===== config.mk =====
export PLATFORM = sky130hd
export DESIGN_NAME = boa_dma_copy
export DESIGN_NICKNAME = d
export VERILOG_FILES = /design/src/rtl/boa_dma_copy.sv
export SDC_FILE = /design/constraint.sdc
export NUM_CORES = 1
export LEC_CHECK = 0
export BUFFER_PORTS_ARGS = -buffer_cell sky130_fd_sc_hd__buf_2
export CAP_MARGIN = 5
export CORE_MARGIN = 3
export CORE_UTILIZATION = 48
export DETAILED_ROUTE_END_ITERATION = 10
export PLACE_DENSITY = 0.7
export SETUP_SLACK_MARGIN = 0.4
export SYNTH_ARGS = -nofsm -noshare
export SYNTH_HDL_FRONTEND = slang
export SYNTH_SLANG_ARGS = --single-unit

===== constraint.sdc =====
create_clock -name i_clk -period 2.6 [get_ports i_clk]
set_input_delay 0.52 -clock i_clk [delete_from_list [all_inputs] [get_ports i_clk]]
set_output_delay 0.52 -clock i_clk [all_outputs]
set_load 0.02 [all_outputs]

===== src/rtl/boa_dma_copy.sv =====
// boa_dma_copy: word-granular memory-to-memory copy engine. It is the initiator
// end of boa_mem_bus and takes bulk copies (e.g. ROM image -> RAM) off the CPU.
//
// Optional feature macro: BOA_DMA_FILL_EN (adds the constant-fill mode).
//
// Ports:
//   i_clk, i_rst             clock, synchronous active-high reset
//   i_start                  one-cycle request, sampled only while idle
//   i_src, i_dst             byte addresses, bits [1:0] forced to zero
//   i_len                    number of 32-bit words to copy
//   i_fill, i_fill_val       (BOA_DMA_FILL_EN only) fill mode and fill word
//   o_busy                   high from the cycle after start through done
//   o_done                   one-cycle completion pulse
//   o_bus_addr/re/we/wdata   registered bus request
//   i_bus_ready, i_bus_rdata bus response
module boa_dma_copy #(
    parameter int LEN_W = 16
) (
    input  logic             i_clk,
    input  logic             i_rst,
    input  logic             i_start,
    input  logic [31:0]      i_src,
    input  logic [31:0]      i_dst,
    input  logic [LEN_W-1:0] i_len,
`ifdef BOA_DMA_FILL_EN
    input  logic             i_fill,
    input  logic [31:0]      i_fill_val,
`endif
    output logic             o_busy,
    output logic             o_done,
    output logic [31:0]      o_bus_addr,
    output logic             o_bus_re,
    output logic [3:0]       o_bus_we,
    output logic [31:0]      o_bus_wdata,
    input  logic             i_bus_ready,
    input  logic [31:0]      i_bus_rdata
);

    typedef enum logic [1:0] {
        S_IDLE,
        S_READ,
        S_WRITE,
        S_FIN
    } state_t;

    localparam logic [LEN_W-1:0] L_ONE = LEN_W'(1);

    state_t           r_state;
    logic [31:0]      r_src;
    logic [31:0]      r_dst;
    logic [LEN_W-1:0] r_rem;
    logic             r_busy;
    logic             r_done;
    logic [31:0]      r_addr;
    logic             r_re;
    logic [3:0]       r_we;
    // Doubles as the data register: the read word is captured straight into
    // the write-data output, so it is already on the bus when WRITE begins.
    logic [31:0]      r_wdata;
`ifdef BOA_DMA_FILL_EN
    logic             r_fill;
`endif

    logic [31:0] w_src_al;
    logic [31:0] w_dst_al;
    logic [31:0] w_dst_nxt;
    logic        w_fill_mode;

    assign w_src_al  = i_src & ~32'd3;
    assign w_dst_al  = i_dst & ~32'd3;
    assign w_dst_nxt = r_dst + 32'd4;

`ifdef BOA_DMA_FILL_EN
    assign w_fill_mode = r_fill;
`else
    assign w_fill_mode = 1'b0;
`endif

    always_ff @(posedge i_clk) begin
        if (i_rst) begin
            r_state <= S_IDLE;
            r_src   <= '0;
            r_dst   <= '0;
            r_rem   <= '0;
            r_busy  <= 1'b0;
            r_done  <= 1'b0;
            r_addr  <= '0;
            r_re    <= 1'b0;
            r_we    <= 4'h0;
            r_wdata <= '0;
`ifdef BOA_DMA_FILL_EN
            r_fill  <= 1'b0;
`endif
        end else begin
            unique case (r_state)
                S_IDLE: begin
                    r_done <= 1'b0;
                    if (i_start) begin
                        r_src  <= w_src_al;
                        r_dst  <= w_dst_al;
                        r_rem  <= i_len;
                        r_busy <= 1'b1;
`ifdef BOA_DMA_FILL_EN
                        r_fill <= i_fill;
`endif
                        if (i_len == '0) begin
                            r_state <= S_FIN;
                            r_done  <= 1'b1;
`ifdef BOA_DMA_FILL_EN
                        end else if (i_fill) begin
                            r_state <= S_WRITE;
                            r_addr  <= w_dst_al;
                            r_we    <= 4'hF;
                            r_wdata <= i_fill_val;
`endif
                        end else begin
                            r_state <= S_READ;
                            r_addr  <= w_src_al;
                            r_re    <= 1'b1;
                        end
                    end
                end
                S_READ: begin
                    if (i_bus_ready) begin
                        r_wdata <= i_bus_rdata;
                        r_src   <= r_src + 32'd4;
                        r_state <= S_WRITE;
                        r_addr  <= r_dst;
                        r_re    <= 1'b0;
                        r_we    <= 4'hF;
                    end
                end
                S_WRITE: begin
                    if (i_bus_ready) begin
                        r_dst <= w_dst_nxt;
                        r_rem <= r_rem - L_ONE;
                        if (r_rem == L_ONE) begin
                            r_state <= S_FIN;
                            r_we    <= 4'h0;
                            r_done  <= 1'b1;
                        end else if (w_fill_mode) begin
                            // Fill word stays in r_wdata; only the address moves.
                            r_addr <= w_dst_nxt;
                        end else begin
                            r_state <= S_READ;
                            r_we    <= 4'h0;
                            r_re    <= 1'b1;
                            r_addr  <= r_src;
                        end
                    end
                end
                S_FIN: begin
                    r_done  <= 1'b0;
                    r_busy  <= 1'b0;
                    r_state <= S_IDLE;
                end
                default: begin
                    r_state <= S_IDLE;
                end
            endcase
        end
    end

    assign o_busy      = r_busy;
    assign o_done      = r_done;
    assign o_bus_addr  = r_addr;
    assign o_bus_re    = r_re;
    assign o_bus_we    = r_we;
    assign o_bus_wdata = r_wdata;

endmodule


==> results.toml <==
[outcome]
status = "finished, final reports clean"

[cells_and_area]
fin_nets = 1331
seqCellArea_um2 = 2900
final_layout_size_suffix_gt1_share_pct = 22.8
multiInputGateArea_um2 = 4730
diodes = 0
final_cell_mix = "buf_2 (181), nand2_1 (177), dfxtp_1 (144)"
nFillCells = 1509
final_common_cell = "buf_2"
area_delta_synth_final_pct = 23.5

[clock_network]
clockBufferDepth = 2
root_buffer = "clkbuf_16"
cts_buffers = 17
clock_sinks = 145
clk_pin_slew_ns = 0.06
cts_tree = "done"
clock_latency_ns = 0.42
ctsHtreeMaxLevel = 4

[floorplan]
io_pins = 187
dieArea_um2 = 18300
fp.dieH_um = 135
core_um2 = 16100
fp.dieW_um = 135
start_util_pct = 49.7
rows = 46

[timing]
tns_ns = 0
tightest_slew_ns = 0.699
timing.final.hold_violations = 0
slew_headroom_pct = 53.1
rsz0062_at_grt = "true"
fmax_mhz = 483
period_needed_ns = 2.07
fin_skew_ns = 0.0123
setup_violations = 0
finalCritPeriodShare_pct = 79.6
slew_violations = 0

[global_route]
grt_max_degree = 80
grt_pass1_wl_mm = 40.2
overflow = 0
antenna_found_initial = 2
grt_pass1_vias = 7850
grt_usage_pct = 27.1

[route]
vias = 8661
vias_per_cell = 6.04
ant_nets = 0
wl_per_cell_um = 18.1
first_pass_iters = 6
drc = 0
drtIter0Drc = 886
routed_wl_mm = 25.9

[logic_synthesis]
postSynthCellCount = 1058
synth.distinct_cells = 75
synth_edf_count = 0
yosys_register_bits = 145
avgSynthCellArea_um2 = 7.57
synth_top_area_cell = "dfxtp_1"
yosysWarnings = 0
synth_ff_type = "dfxtp_1"
postSynth.asyncResetShare_pct = 0
ys_seq_area_share_pct = 36.2
syn_area_um2 = 8010
yosysTopAreaCellShare_pct = 36.2
syn-num-nets = 1184
synth_area_leaders = "dfxtp_1 (36%), nand2_1 (8.3%), a21oi_1 (7.9%)"

[placement]
dp_hpwl_mm = 17.3
place.gp.congestion = 0.928
portBuffers = 182

[worst_hold_path]
hp-class = "input port to flop"

[pwr]
leakagePower_nw = 3.96
peakVddDrop_mv = 0.791
cellPowerDensity_nw_per_um2 = 1350
fin_total_pwr_mw = 13.3

[critical_path]
critPathArrivalTime_ns = 2.36
crit_path_max_fanout = 31
crit_path_start_kind = "flop"
crit_type = "flop to flop"
cp_data_required_time_ns = 2.89
setup.worst_path.end_class = "flop"

[run]
maxCapViolations = 0
==> cells in the mapped netlist (all sizes together), types with 7 or more instances <==
library cell,n
a211o,33
a211oi,18
a21oi,126
a22oi,40
a311oi,8
a31oi,10
and2,8
and3,21
and4,10
buf,44
clkbuf,46
dfxtp,145
ha,10
inv,12
mux2i,11
nand2,177
nand3,32
nand4,19
nor2,86
nor2b,13
nor3,34
nor4,12
o211ai,9
o21ai,38
o22ai,15
o32ai,7
==> sequential cells by signal (all words and copies together) (netlist names), 2 cells and up <==
name and cells:
o_bus_wdata 32, o_bus_addr 31, r_dst 30, r_src 30, r_rem 16, r_state 2
==> repair_timing <==
action / 4_1_cts / 5_1_grt
hold buffers: 0 / 0
cloned: 1 / 1
pin swaps: 0 / 2
endpoints found under the setup margin: 20 / 56
buffers inserted: 0 / 2
resized for setup: 3 / 11
==> layer usage <==
metal	share of wire (%)	global-route usage (%)
met4	2.7	9.91
met2	47	42.9
met5	0.10	0
met3	8.1	6.05
met1	42	36.5
==> critical path, stage by stage, from the launching register on <==
cell	delay, ns
dfxtp_1	0.39
ha_1	0.23
nor4b_4	0.24
nand4_1	0.23
o221ai_4	0.33
buf_12	0.24
mux2i_1	0.20
nor2_1	0.05
==> final timing paths <==
path                               start  slack (ns)                           end  cells after the start
max reg2reg        r_rem[0]$_SDFFE_PP0P_        0.53         o_bus_re$_SDFFE_PP0P_                      7
min                      i_bus_rdata[13]        0.33  o_bus_wdata[13]$_SDFFE_PP0P_                      3
max                r_rem[0]$_SDFFE_PP0P_        0.53         o_bus_re$_SDFFE_PP0P_                      7
min reg2reg  o_bus_wdata[3]$_SDFFE_PP0P_        0.45   o_bus_wdata[3]$_SDFFE_PP0P_                      2
==> layout make-up <==
cell class | count | area share [%]
multi-input combinational | 809 | 47.8
sequential | 145 | 29.4
timing repair buffer | 218 | 13.2
clock buffer | 22 | 4.90
tap | 216 | 2.73
clock inverter | 10 | 1.49
inverter | 14 | 0.531
==> metrics by stage <==
| step | worst slack [ns] | util [%] | cell area, um^2 | cells | hold WS, ns |
|---|---|---|---|---|---|
| 6_report | 0.530 | 61.4 | 9890 | 1434 | 0.331 |
| 5_1_grt | 0.362 | 61.4 | 9890 | 1434 | 0.330 |
| 4_1_cts | 0.377 | 60.8 | 9800 | 1431 | 0.319 |
| 3_5_place_dp | 0.232 | 56.6 | 9130 | 1398 | 0.444 |
| 3_3_place_gp | 0.223 | 56.6 | 9130 | 1398 | 0.439 |
| 2_1_floorplan | 0.628 | - | 8010 | 1058 | 0.466 |
==> report_power, final <==
part | leakage, nW | internal (mW) | switching [mW]
registers | 1.19 | 3.05 | 0.925
logic | 2.46 | 2.64 | 4.07
clock network | 0.300 | 1.62 | 1.01
==> cell families after synthesis <==
group	Yosys count	synth area share, %
compound gates	350	28.8
fa+ha+maj	10	1.56
buf+inv	104	5.76
flops	145	36.2
mux	12	1.52
simple gates	437	26.1
No activity file was read; power rests on OpenSTA's default activity.
